$ cat src/rtl/core_pkg.sv
// rtl/core_pkg.sv - shared types and encodings for the multi-cycle RV32I control path
// Contents: sequencer state enum, supported opcodes, ALU control codes,
// ALU operation classes and datapath mux select encodings.
package core_pkg;

    typedef enum logic [3:0] {
        S_FETCH,
        S_DECODE,
        S_MEM_ADDR,
        S_MEM_READ,
        S_MEM_WB,
        S_MEM_WRITE,
        S_EXEC_R,
        S_ALU_WB,
        S_BRANCH,
        S_TRAP
    } state_t;

    localparam logic [6:0] OP_LW  = 7'b0000011;
    localparam logic [6:0] OP_SW  = 7'b0100011;
    localparam logic [6:0] OP_R   = 7'b0110011;
    localparam logic [6:0] OP_BEQ = 7'b1100011;

    localparam logic [2:0] ALU_ADD = 3'b000;
    localparam logic [2:0] ALU_SUB = 3'b001;
    localparam logic [2:0] ALU_AND = 3'b010;
    localparam logic [2:0] ALU_OR  = 3'b011;
    localparam logic [2:0] ALU_INV = 3'b111;

    // Operation class handed from the FSM to the ALU decoder.
    localparam logic [1:0] ALU_OP_ADD  = 2'b00;
    localparam logic [1:0] ALU_OP_SUB  = 2'b01;
    localparam logic [1:0] ALU_OP_FUNC = 2'b10;

    localparam logic [1:0] SRC_A_PC     = 2'b00;
    localparam logic [1:0] SRC_A_OLD_PC = 2'b01;
    localparam logic [1:0] SRC_A_RS1    = 2'b10;

    localparam logic [1:0] SRC_B_RS2  = 2'b00;
    localparam logic [1:0] SRC_B_IMM  = 2'b01;
    localparam logic [1:0] SRC_B_FOUR = 2'b10;

    localparam logic [1:0] RES_ALUOUT  = 2'b00;
    localparam logic [1:0] RES_MEMDATA = 2'b01;
    localparam logic [1:0] RES_ALU     = 2'b10;

    localparam logic [1:0] IMM_I = 2'b00;
    localparam logic [1:0] IMM_S = 2'b01;
    localparam logic [1:0] IMM_B = 2'b10;

endpackage

$ cat src/rtl/alu_decoder.sv
// rtl/alu_decoder.sv - maps ALU operation class and func3 to an ALU control code
// Ports: alu_op (operation class from FSM), func3 (instruction[14:12]),
//        alu_control (ALU operation select).
module alu_decoder
    import core_pkg::*;
(
    input  logic [1:0] alu_op,
    input  logic [2:0] func3,
    output logic [2:0] alu_control
);

    always_comb begin
        alu_control = ALU_ADD;
        case (alu_op)
            ALU_OP_ADD: alu_control = ALU_ADD;
            ALU_OP_SUB: alu_control = ALU_SUB;
            ALU_OP_FUNC: begin
                case (func3)
                    3'b000:  alu_control = ALU_ADD;
                    3'b111:  alu_control = ALU_AND;
                    3'b110:  alu_control = ALU_OR;
                    default: alu_control = ALU_INV;
                endcase
            end
            default: alu_control = ALU_INV;
        endcase
    end

endmodule

$ cat src/rtl/multicycle_control.sv
// rtl/multicycle_control.sv - Moore-style multi-cycle sequencer for the RV32I datapath
// Inputs : clk, rst (async, active-high), op/func3/func7 from the instruction
//          register, alu_zero from the ALU, mem_ready from the shared memory port.
// Outputs: mem_req/mem_we/adr_source (memory port), ir_write/pc_write/reg_write
//          (write strobes), alu_src_a/alu_src_b/result_source/imm_source (mux
//          selects), alu_control (ALU operation), illegal (sticky bad-opcode flag).
module multicycle_control
    import core_pkg::*;
(
    input  logic       clk,
    input  logic       rst,
    input  logic [6:0] op,
    input  logic [2:0] func3,
    input  logic [6:0] func7,
    input  logic       alu_zero,
    input  logic       mem_ready,
    output logic       mem_req,
    output logic       mem_we,
    output logic       adr_source,
    output logic       ir_write,
    output logic       pc_write,
    output logic       reg_write,
    output logic [1:0] alu_src_a,
    output logic [1:0] alu_src_b,
    output logic [1:0] result_source,
    output logic [2:0] alu_control,
    output logic [1:0] imm_source,
    output logic       illegal
);

    state_t     state;
    state_t     next_state;
    logic [1:0] alu_op;

    // func7 travels with the instruction but no supported op decodes it.
    logic unused_func7;
    assign unused_func7 = ^func7;

    alu_decoder u_alu_decoder (
        .alu_op      (alu_op),
        .func3       (func3),
        .alu_control (alu_control)
    );

    always_ff @(posedge clk or posedge rst) begin
        if (rst) begin
            state   <= S_FETCH;
            illegal <= 1'b0;
        end else begin
            state <= next_state;
            if (next_state == S_TRAP) begin
                illegal <= 1'b1;
            end
        end
    end

    always_comb begin
        next_state    = state;
        mem_req       = 1'b0;
        mem_we        = 1'b0;
        adr_source    = 1'b0;
        ir_write      = 1'b0;
        pc_write      = 1'b0;
        reg_write     = 1'b0;
        alu_src_a     = SRC_A_PC;
        alu_src_b     = SRC_B_RS2;
        result_source = RES_ALUOUT;
        imm_source    = IMM_I;
        alu_op        = ALU_OP_ADD;

        case (state)
            S_FETCH: begin
                mem_req       = 1'b1;
                alu_src_a     = SRC_A_PC;
                alu_src_b     = SRC_B_FOUR;
                result_source = RES_ALU;
                // Mealy strobes: IR load and PC+4 only in the accepting cycle.
                if (mem_ready) begin
                    ir_write   = 1'b1;
                    pc_write   = 1'b1;
                    next_state = S_DECODE;
                end
            end
            S_DECODE: begin
                // Branch target precomputed into ALUOut for BRANCH to use.
                alu_src_a  = SRC_A_OLD_PC;
                alu_src_b  = SRC_B_IMM;
                imm_source = IMM_B;
                case (op)
                    OP_LW, OP_SW: next_state = S_MEM_ADDR;
                    OP_R:         next_state = S_EXEC_R;
                    OP_BEQ:       next_state = S_BRANCH;
                    default:      next_state = S_TRAP;
                endcase
            end
            S_MEM_ADDR: begin
                alu_src_a  = SRC_A_RS1;
                alu_src_b  = SRC_B_IMM;
                imm_source = (op == OP_SW) ? IMM_S : IMM_I;
                next_state = (op == OP_LW) ? S_MEM_READ : S_MEM_WRITE;
            end
            S_MEM_READ: begin
                mem_req    = 1'b1;
                adr_source = 1'b1;
                if (mem_ready) begin
                    next_state = S_MEM_WB;
                end
            end
            S_MEM_WB: begin
                reg_write     = 1'b1;
                result_source = RES_MEMDATA;
                next_state    = S_FETCH;
            end
            S_MEM_WRITE: begin
                mem_req    = 1'b1;
                mem_we     = 1'b1;
                adr_source = 1'b1;
                if (mem_ready) begin
                    next_state = S_FETCH;
                end
            end
            S_EXEC_R: begin
                alu_src_a  = SRC_A_RS1;
                alu_src_b  = SRC_B_RS2;
                alu_op     = ALU_OP_FUNC;
                next_state = S_ALU_WB;
            end
            S_ALU_WB: begin
                reg_write     = 1'b1;
                result_source = RES_ALUOUT;
                next_state    = S_FETCH;
            end
            S_BRANCH: begin
                alu_src_a     = SRC_A_RS1;
                alu_src_b     = SRC_B_RS2;
                alu_op        = ALU_OP_SUB;
                result_source = RES_ALUOUT;
                pc_write      = alu_zero;
                next_state    = S_FETCH;
            end
            S_TRAP: begin
                next_state = S_TRAP;
            end
            default: begin
                next_state = S_FETCH;
            end
        endcase

        // Reset parks the FSM in FETCH asynchronously; keep the port and
        // write strobes quiet for as long as reset is held.
        if (rst) begin
            mem_req   = 1'b0;
            mem_we    = 1'b0;
            ir_write  = 1'b0;
            pc_write  = 1'b0;
            reg_write = 1'b0;
        end
    end

endmodule

$ cat config.mk
export PLATFORM = sky130hd
export DESIGN_NAME = multicycle_control
export DESIGN_NICKNAME = d
export VERILOG_FILES = /design/src/rtl/core_pkg.sv /design/src/rtl/alu_decoder.sv /design/src/rtl/multicycle_control.sv
export SDC_FILE = /design/constraint.sdc
export NUM_CORES = 1
export LEC_CHECK = 0
export BUFFER_PORTS_ARGS = -buffer_cell sky130_fd_sc_hd__buf_2
export CELL_PAD_IN_SITES_DETAIL_PLACEMENT = 0
export CELL_PAD_IN_SITES_GLOBAL_PLACEMENT = 2
export CORE_AREA = 2 2 60 62
export DETAILED_ROUTE_END_ITERATION = 12
export DIE_AREA = 0 0 62 64
export PLACE_DENSITY_LB_ADDON = 0.15
export SLEW_MARGIN = 20
export SYNTH_ARGS = -nofsm -noshare
export SYNTH_HDL_FRONTEND = slang
export SYNTH_SLANG_ARGS = --single-unit
$ cat constraint.sdc
create_clock -name clk -period 1.4 [get_ports clk]
set_input_delay 0.28 -clock clk [delete_from_list [all_inputs] [get_ports clk]]
set_output_delay 0.28 -clock clk [all_outputs]
set_load 0.03 [all_outputs]
==> results.ini <==
[run_status]
status = complete, but fails checks
violations = negative setup slack

[synth]
ys_seq_elements = 5
netlist-cell-type-count = 32
ys_warn_count = 0
syn_inst = 74
synth_area_per_cell_sq_um = 7.29
yosysSeqAreaShare_pct = 23.2
synth_area_sq_um = 539
synth_fp_nets = 95

[timing]
rsz0062_at_grt = true
holdWs_ns = 0.00337
fin_ws_ns = -0.398
max_slew_margin_pct = 80.7
drv_slew = 0
worst_clock_skew_ns = 0.00603
hold_viol_final = 0
period_needed_ns = 1.80
setup_viol = 17
clock.fmax_ghz = 0.556
worst_slew_pin_slew_ns = 0.287
period_share_pct = 128

[layout]
drive_gt1_share_pct = 73.5
layout_common_cells = buf_4 (30), buf_6 (20), buf_2 (14)
area_growth_pct = 144
final_common_cell = buf_4
postLayoutCellArea_sq_um = 1320
fillers = 332
post-route-util_pct = 40.1
diodes = 0
nets = 158

[global_routing]
grt_pass1_vias = 720
gr-usage-all-layers_pct = 10.2
grt-ovfl-total = 0
antenna_found_initial = 0
grt_first_pass_wirelength_um = 3110
grt_max_degree = 16

[drt]
viasPerCell = 4.19
first_pass_iters = 3
drc = 0
num_vias = 762
wl_per_cell_um = 10.3
wl_um = 1870
drt_iter0_drc = 12
antenna_left = 0

[setup_path]
crit_arrival_ns = 1.52
path_class = reg2out
cp_max_fo = 7
r2r_cells = 6
critPathRequiredTime_ns = 1.12
r2r-start = state[2]$_DFF_PP0_
endpoint_kind = output port
r2r_setup_slack_ns = 0.06
crit_path_start_kind = flip-flop
timing.rr.end = state[2]$_DFF_PP0_

[placed_design]
dpl_cell_area_sq_um = 1040
gp_congestion = 0.638
hpwl_um = 1480
port_buffers = 31

[worst_hold_path]
worstHoldPathType = in2async

[die]
initial_utilization_pct = 16.4
die_h_um = 64
die_x_um = 62
core_area_sq_um = 3280
io_pins = 39
die_area_sq_um = 3970
rows = 21

[run]
maxCapViolations = 0

[power]
power_density_nw_per_um2 = 1300
power.static_leakage_nw = 0.564
finalPower_w = 0.00171
ir_drop_mv = 0.905

[cts]
postCtsHoldBufs = 0
cts_tree = built
cts_sinks = 5
clk_latency_ns = 0.24
path_clk_slew_ns = 0.04
cts_inserted_buffers = 3
cts_buffer_depth = 2
cts-root-buf = clkbuf_4
cts_max_level = 1

==> cells by family (layout without fill, tap and decap cells) <==
group	Yosys count	count (layout)	share of synthesized area (%)
AO/OA/AOI/OAI	16	16	18.6
XOR/XNOR	1	1	1.62
adder cells (fa/ha/maj)	1	1	1.86
buffers and inverters	9	71	8.82
flip-flops	5	5	23.2
multiplexers	2	2	3.71
AND/OR/NAND/NOR	40	40	42.2
==> per-layer routing <==
metal | global-route usage [%] | part of all wire (%)
met5 | 0 | 0
met4 | 0 | 0
met3 | 3.44 | 5.2
met2 | 16.9 | 51
met1 | 13.3 | 44
==> where the power goes <==
group          internal, W  switching, W  total, W
combinational     0.000649      0.000682   0.00133
sequential        0.000176     0.0000446  0.000220
clock             0.000108     0.0000555  0.000163
==> cell type report <==
| cell class | instances | area (sq um) | area share [%] |
|---|---|---|---|
| clock buffers | 4 | 26.3 | 1.99 |
| inverters | 3 | 11.3 | 0.855 |
| multi-input cells | 60 | 574 | 43.6 |
| flip-flops and latches | 5 | 128 | 9.69 |
| well taps | 46 | 57.6 | 4.37 |
| repair buffers | 64 | 520 | 39.5 |
==> per-stage QoR <==
step / worst slack [ns] / TNS [ns] / std cells
after global routing: -0.469 / -6.18 / 182
after floorplan: -0.285 / -1.58 / 74
after global placement: -0.272 / -2.23 / 169
after detailed placement: -0.279 / -2.16 / 169
final: -0.398 / -5.04 / 182
after CTS: -0.407 / -5.21 / 181
==> repair_timing <==
action	in CTS	in global routing
setup endpoints to repair	17	20
resized for setup	45	11
pin swaps	9	5
setup buffers	9	2
==> critical path, cell delays in order, from the launching register on <==
cell,delay (ns)
dfrtp_2,0.47
nand2b_4,0.10
or4_4,0.43
a21oi_4,0.13
buf_6,0.14
==> sequential cells by signal, indices dropped and copies added (netlist names) <==
signal,count
illegal,1
state,4
==> worst max path at each step <==
stage                            start                to  slack [ns]  depth (start not counted)
finish              state[1]$_DFF_PP0_    alu_control[0]       -0.40                          4
global route        state[2]$_DFF_PP0_    alu_control[2]       -0.47                          5
CTS                 state[2]$_DFF_PP0_    alu_control[0]       -0.41                          4
detailed placement            func3[0]    alu_control[0]       -0.28                          5
global placement              func3[0]    alu_control[0]       -0.27                          5
floorplan           state[3]$_DFF_PP0_  result_source[1]       -0.29                          4
==> synthesized netlist by cell type <==
cell,instances,area [sq um]
nor3_1,10,50.1
o31ai_1,1,7.51
or4_1,1,7.51
xnor2_1,1,8.76
nand4bb_1,1,11.3
nor4_1,2,12.5
dfrtp_1,5,125
nor2b_1,3,18.8
o22a_1,1,8.76
mux2i_1,2,20.0
nand4_1,2,12.5
buf_2,2,10.0
o21a_1,2,15.0
o21ai_0,3,15.0
or2_2,1,6.26
nor3b_1,2,15.0
nor2_1,6,22.5
nand3_1,1,5.00
clkbuf_1,2,7.51
a21boi_0,1,7.51
a21o_1,2,15.0
or3_1,1,6.26
maj3_1,1,10.0
nand2b_1,3,18.8
o22ai_1,1,6.26
nand2b_4,1,13.8
buf_4,1,7.51
buf_6,1,11.3
inv_1,3,11.3
a21oi_1,5,25.0
nand2_1,4,15.0
and3_1,2,12.5
Power figures use the tool's default switching activity.
